**src/rtl/synapse_row_fetcher.sv**
```systemverilog
// Read-side sequencer for the off-chip weight RAM: fetches one axon row of
// NUM_COLS words and streams it downstream over valid/ready with backpressure.
module synapse_row_fetcher #(
  parameter int WORD_WIDTH = 64,
  parameter int ADDR_WIDTH = 25,
  parameter int NUM_ROWS   = 1024,
  parameter int NUM_COLS   = 256,
  parameter int ROW_WIDTH  = 10,
  parameter int COL_WIDTH  = 8
) (
  input  logic                  Clock,
  input  logic                  Reset,
  input  logic                  RowRequest,
  input  logic [ROW_WIDTH-1:0]  RowIndex,
  output logic                  RowAccept,
  output logic                  RowDone,
  output logic                  RowError,
  output logic                  RamChipEnable,
  output logic                  RamWriteEnable,
  output logic [ADDR_WIDTH-1:0] RamAddress,
  input  logic [WORD_WIDTH-1:0] RamData,
  output logic                  WeightValid,
  output logic [WORD_WIDTH-1:0] WeightData,
  output logic [COL_WIDTH-1:0]  WeightColumn,
  output logic                  WeightLast,
  input  logic                  WeightReady,
  output logic                  Busy
);

  typedef enum logic [1:0] {IDLE, ISSUE, DRAIN} state_t;

  localparam logic [ROW_WIDTH:0]    ROW_LIMIT = (ROW_WIDTH + 1)'(NUM_ROWS);
  localparam logic [ADDR_WIDTH-1:0] COLS_A    = ADDR_WIDTH'(NUM_COLS);
  localparam logic [COL_WIDTH-1:0]  LAST_COL  = COL_WIDTH'(NUM_COLS - 1);

  state_t                state;
  logic [ADDR_WIDTH-1:0] base;
  logic [COL_WIDTH-1:0]  col;

  logic                  vld_p1;
  logic [COL_WIDTH-1:0]  col_p1;
  logic                  last_p1;

  logic [WORD_WIDTH-1:0] fifo_data [2];
  logic [COL_WIDTH-1:0]  fifo_col  [2];
  logic                  fifo_last [2];
  logic                  wr_ptr;
  logic                  rd_ptr;
  logic [1:0]            count;

  logic                  pop;
  logic                  issue;
  logic [2:0]            pending;

  assign pop     = WeightValid & WeightReady;
  // FIFO words plus the word still in the RAM must leave room after this cycle's pop
  assign pending = {1'b0, count} + {2'b00, vld_p1};
  assign issue   = (state == ISSUE) && (pending < (3'd2 + {2'b00, pop}));

  assign RamChipEnable  = issue & ~Reset;
  assign RamWriteEnable = 1'b0;
  assign RamAddress     = base + ADDR_WIDTH'(col);

  assign RowAccept    = (state == IDLE);
  assign Busy         = (state != IDLE);
  assign WeightValid  = (count != 2'd0);
  assign WeightData   = WeightValid ? fifo_data[rd_ptr] : '0;
  assign WeightColumn = WeightValid ? fifo_col[rd_ptr]  : '0;
  assign WeightLast   = WeightValid & fifo_last[rd_ptr];

  // p0 -> p1: tag the issued address with its column while the RAM reads
  // p1 -> p2: RAM word lands in the output FIFO
  always_ff @(posedge Clock) begin
    if (issue) begin
      col_p1  <= col;
      last_p1 <= (col == LAST_COL);
    end
    if (vld_p1) begin
      fifo_data[wr_ptr] <= RamData;
      fifo_col[wr_ptr]  <= col_p1;
      fifo_last[wr_ptr] <= last_p1;
    end
  end

  always_ff @(posedge Clock) begin
    if (Reset) begin
      state    <= IDLE;
      base     <= '0;
      col      <= '0;
      vld_p1   <= 1'b0;
      wr_ptr   <= 1'b0;
      rd_ptr   <= 1'b0;
      count    <= 2'd0;
      RowDone  <= 1'b0;
      RowError <= 1'b0;
    end else begin
      RowDone  <= 1'b0;
      RowError <= 1'b0;
      vld_p1   <= issue;

      if (vld_p1) wr_ptr <= ~wr_ptr;
      if (pop)    rd_ptr <= ~rd_ptr;
      unique case ({vld_p1, pop})
        2'b10:   count <= count + 2'd1;
        2'b01:   count <= count - 2'd1;
        default: count <= count;
      endcase

      unique case (state)
        IDLE: begin
          if (RowRequest) begin
            if ({1'b0, RowIndex} >= ROW_LIMIT) begin
              RowError <= 1'b1;
            end else begin
              base  <= ADDR_WIDTH'(RowIndex) * COLS_A;
              col   <= '0;
              state <= ISSUE;
            end
          end
        end
        ISSUE: begin
          if (issue) begin
            col <= col + COL_WIDTH'(1);
            if (col == LAST_COL) state <= DRAIN;
          end
        end
        DRAIN: begin
          if (pop && WeightLast) begin
            RowDone <= 1'b1;
            state   <= IDLE;
          end
        end
        default: state <= IDLE;
      endcase
    end
  end

endmodule
```
**config.mk**
```make
export PLATFORM = sky130hd
export DESIGN_NAME = synapse_row_fetcher
export DESIGN_NICKNAME = d
export VERILOG_FILES = /design/src/rtl/synapse_row_fetcher.sv
export SDC_FILE = /design/constraint.sdc
export NUM_CORES = 1
export LEC_CHECK = 0
export CORE_MARGIN = 2
export CORE_UTILIZATION = 52
export DETAILED_ROUTE_END_ITERATION = 8
export PLACE_DENSITY_LB_ADDON = 0.2
export SLEW_MARGIN = 40
export SYNTH_ARGS = -nofsm -noshare
export SYNTH_HDL_FRONTEND = slang
export SYNTH_SLANG_ARGS = --single-unit
```
**constraint.sdc**
```tcl
create_clock -name Clock -period 10.28 [get_ports Clock]
set_input_delay 3.084 -clock Clock [delete_from_list [all_inputs] [get_ports Clock]]
set_output_delay 3.084 -clock Clock [all_outputs]
set_load 0.02 [all_outputs]
```
; ---- Yosys cells after proc, flatten, opt, wreduce, memory -nomap -nowiden
; Memories as Yosys holds them, arrays and structs flattened. A register that Yosys moved wholly into a read port is not among the register bits.
; Cells that the tools add are included.
[word_totals]
word_cells = 67
inputBits = 78
ram_bits = 146
n_memories = 3
output_inout_bits = 105
regBits = 35
[mem_list]
columns = memory, words, word_bits, read_ports, rd_clocked_by_memory_dff, wr, line_no
row1 = fifo_data, 2, 64, 1, 1, 1, 44  ; logic [WORD_WIDTH-1:0] fifo_data [2];
row2 = fifo_col, 2, 8, 1, 1, 1, 45  ; logic [COL_WIDTH-1:0] fifo_col [2];
row3 = fifo_last, 2, 1, 1, 1, 1, 46  ; logic fifo_last [2];
[op_classes]
n_eq_ne = 9
n_lt_le_gt_ge = 1
muxes = 20
bitwise = 7
n_addsub = 6
reduce_logical = 11
[op_table]
columns = operator, n
row1 = $mux W64, 1
row2 = $mux W8, 3
row3 = $add A18 B8 Y19, 1
row4 = $pmux W8 S2, 1
row5 = $mux W1, 9
row6 = $add A8 B1 Y8 const B, 1
row7 = $eq A8 B8 Y1 const B, 1
row8 = $mux W2, 4
row9 = $reduce_bool A2 Y1, 4
row10 = $ne A2 B2 Y1 const B, 3
row11 = $pmux W2 S3, 1
row12 = $eq A2 B1 Y1 const B, 2
row13 = $eq A2 B2 Y1 const B, 2
row14 = $not A1 Y1, 4
row15 = $pmux W2 S2, 1
row16 = $reduce_and A4 Y1, 1
row17 = $add A2 B1 Y3, 1
row18 = $add A2 B1 Y3 const A, 1
row19 = $and A1 B1 Y1, 3
row20 = $lt A3 B3 Y1, 1
row21 = $reduce_and A3 Y1, 1
row22 = $add A2 B1 Y2 const B, 1
row23 = $logic_and A1 B1 Y1, 2
row24 = $logic_not A2 Y1, 1
row25 = other kinds (4), 4

; ---- Longest topological paths before layout
[depth]
ltp_word = 7
mapped_depth = 7

; ---- Worst setup path before layout
; No wires, ideal clock.
[synth_timing]
path_type = input port to output port
startpoint = input Reset
endpoint = output RamChipEnable
arrival_time_ps = 3818
path_stages = 3
slack_ps = 3378
n_path_buf = 2
cell_sequence = clkbuf_1 clkbuf_1 nor2_1
[synth_between]
elab_chain_cells = 2
[synth_lines]
columns = element, line_no
row1 = start: declaration, 12  ; input logic Reset,
row2 = $not A1 Y1, 60  ; assign RamChipEnable = issue & ~Reset;
row3 = $and A1 B1 Y1, 60
row4 = end: declaration, 18  ; output logic RamChipEnable,
; Every way passes these cells.

; ---- Worst setup path after layout
[layout_timing]
startpoint = input WeightReady
endpoint = output RamChipEnable
[layout_between]
elab_chain_cells = 5
[layout_lines]
columns = element, line_no
row1 = start: declaration, 26  ; input logic WeightReady,
row2 = $and A1 B1 Y1, 55  ; assign pop = WeightValid & WeightReady;
row3 = $add A2 B1 Y3, 58  ; assign issue = (state == ISSUE) && (pending < (3'd2 + {2'b00, pop}));
row4 = $lt A3 B3 Y1, 58
row5 = $logic_and A1 B1 Y1, 58
row6 = $and A1 B1 Y1, 60
; Every way passes these cells.

==> impl_metrics.env <==
export IMPL_start_util_pct=53.0
export IMPL_ant_nets=0
export IMPL_setup_viol=0
export IMPL_slew_headroom_pct=46.2
export IMPL_wire_per_inst_um=16.7
export IMPL_rsz0062_at_grt="no"
export IMPL_drt_wl_total_um=13900
export IMPL_io_buffers=173
export IMPL_final_nets=727
export IMPL_r2r_slack_ps=8200
export IMPL_worstRegToRegCells=6
export IMPL_syn_to_final_growth_pct=35.6
export IMPL_worst_slack_ps=2490
export IMPL_crit_reg2reg_launch="count[0]"
export IMPL_worst_slew_pin_slew_ps=806
export IMPL_synth_cell_type_count=31
export IMPL_final_area_mm2=0.00944
export IMPL_peakVddDrop_mv=0.140
export IMPL_grt_use_total_pct=19.7
export IMPL_die_h_um=120
export IMPL_crit_end="RamChipEnable"
export IMPL_cts_buffers=17
export IMPL_clock_latency_ps=420
export IMPL_status="finished, final reports clean"
export IMPL_clock_skew_ps=7.44
export IMPL_layout_cells_non_filler=834
export IMPL_synth_edf_count=155
export IMPL_holdWs_ps=444
export IMPL_drc=0
export IMPL_cellLeakagePower_nw=3.12
export IMPL_drive_gt1_share_pct=6.69
export IMPL_routed_via_count=4247
export IMPL_critPathKind="in2out"
export IMPL_post_cts_repair_setup_buffers=0
export IMPL_synth_seq_area_share_pct=74.6
export IMPL_gp_congestion=0.724
export IMPL_yosys_warnings=0
export IMPL_drt_iter0_markers=340
export IMPL_grt_overflow=0
export IMPL_ctsLongestPathBuffers=2
export IMPL_power_mw=2.17
export IMPL_postCtsHoldBufs=0
export IMPL_cts_root_buf="clkbuf_16"
export IMPL_cts_resized=0
export IMPL_via_per_inst=5.09
export IMPL_htree_levels=4
export IMPL_first_pass_iters=4
export IMPL_dp_hpwl_um=8920
export IMPL_clk_pin_slew_ps=60
export IMPL_pre_cts_slack_ps=2510
export IMPL_antenna_found_initial=0
export IMPL_fin_tns_setup_ps=0
export IMPL_rows=42
export IMPL_fmax_mhz=128
export IMPL_critPathRequiredTime_ps=7200
export IMPL_finalMaxSlewViolations=0
export IMPL_cts_sinks=182
export IMPL_finalCritPeriodShare_pct=75.7
export IMPL_io_pins=183
export IMPL_coreArea_mm2=0.0131
export IMPL_grt_pass1_vias=4374
export IMPL_fp_dieW_um=120
export IMPL_cp_end_kind="output pin"
export IMPL_ys_seq_elements=182
export IMPL_n_antenna_cell=0
export IMPL_crit_fanout=5
export IMPL_min_period_ps=7790
export IMPL_cp_start_kind="input port"
export IMPL_ys_flop_type="edfxtp_1"
export IMPL_grt_max_degree=74
export IMPL_final_util_pct=71.9
export IMPL_synthCells=471
export IMPL_finalHoldViolCount=0
export IMPL_hold_class="reg2reg"
export IMPL_dp_cells=802
export IMPL_powerDensity_mw_per_mm2=229
export IMPL_dieArea_mm2=0.0143
export IMPL_critPathLaunch="WeightReady"
export IMPL_cts_tree="done"
export IMPL_r2r_end="col[5]"
export IMPL_syn_area_mm2=0.00696
export IMPL_postSynthAreaPerCell_um2=14.8
export IMPL_drv_cap=0
export IMPL_synthArstFlopShare_pct=0
export IMPL_dpl_cell_area_mm2=0.00885
export IMPL_arrival_ps=4700
export IMPL_grt_pass1_wl_um=21500
==> state kept, by name, summed over array words and instances (netlist names), named ones only <==
name and flops:
vld_p1 1, fifo_last 2, base 10, state 2
RowDone 1, col_p1 8, col 8, rd_ptr 1
last_p1 1, fifo_data 128, fifo_col 16, count 2
wr_ptr 1
==> cell usage after synthesis, types with 3 or more instances <==
cell type | instances | area, um2
a21oi_1 | 18 | 90.1
buf_1 | 3 | 11.3
buf_2 | 8 | 40.0
buf_4 | 9 | 67.6
clkbuf_1 | 10 | 37.5
dfxtp_1 | 27 | 541
edfxtp_1 | 155 | 4650
ha_1 | 4 | 50.1
inv_1 | 5 | 18.8
mux2i_1 | 75 | 751
nand2_1 | 30 | 113
nand3_1 | 3 | 15.0
nand3b_1 | 4 | 30.0
nor2_1 | 90 | 338
nor3_1 | 4 | 20.0
o21ai_0 | 4 | 20.0
==> cell usage in the layout, fill, tap and decap left out, drive strengths merged <==
cell and instances:
clkdlybuf4s50 172, edfxtp 155, nor2 92, mux2i 75
nand2 30, dfxtp 27, a21oi 18, clkbuf 17
conb 9, o21ai 7, clkinvlp 6, clkinv 6
inv 5, buf 5, nor3 4, nand3b 4
ha 4, nand3 3, bufinv 3, xor2 2
nor2b 2, or3 2, xnor2 2, and2 2
nand2b 1, o221a 1, o31a 1, a211oi 1
o32ai 1, o41ai 1
==> worst min-delay path by stage <==
stage	from	endpoint	slack, ps	cells past startpoint
6_report	col_p1[2]	fifo_col[1][2]	440	0
5_1_grt	col_p1[2]	fifo_col[1][2]	460	0
3_3_place_gp	col_p1[7]	fifo_col[0][7]	420	0
2_1_floorplan	col_p1[0]	fifo_col[0][0]	420	0
4_1_cts	col_p1[2]	fifo_col[0][2]	450	0
3_5_place_dp	col_p1[2]	fifo_col[1][2]	430	0
==> area by class of cell <==
type / instances / area, um2
multi-input combinational: 262 / 1640
clock buffer: 17 / 425
inverter: 5 / 18.8
sequential: 182 / 5200
timing repair buffer: 177 / 1770
tap: 176 / 220
fill: 936 / 3700
clock inverter: 15 / 163
==> per-layer routing <==
| layer | global-route usage [%] | vias to the layer above | routed length (um) |
|---|---|---|---|
| li1 | - | 2035 | - |
| met1 | 23.4 | 2067 | 5540 |
| met5 | 0 | - | 0 |
| met4 | 8.31 | 0 | 221 |
| met2 | 33.8 | 128 | 7250 |
| met3 | 5.51 | 17 | 915 |
==> worst max-delay path, stage by stage <==
cell and delay (ps):
clkdlybuf4s50_1 470, o21ai_2 90, o21ai_2 170, nand2_1 150
nor2_1 120, clkdlybuf4s50_1 620
==> kinds of logic (layout without fill, tap and decap cells) <==
group / after synthesis / after routing / synth area share, %
AND/OR/NAND/NOR: 140 / 140 / 8.21
buffers and inverters: 35 / 214 / 2.52
multiplexers: 75 / 75 / 10.8
flip-flops: 182 / 182 / 74.6
AO/OA/AOI/OAI: 30 / 30 / 2.62
adder cells (fa/ha/maj): 4 / 4 / 0.719
other: 1 / 9 / 0.0538
XOR/XNOR: 4 / 4 / 0.503
==> report_power, final <==
| group | switching [mW] | internal (mW) | leakage (nW) |
|---|---|---|---|
| logic | 0.350 | 0.292 | 1.21 |
| registers | 0.0349 | 0.847 | 1.64 |
| clock network | 0.264 | 0.378 | 0.269 |
Power figures use the tool's default switching activity.
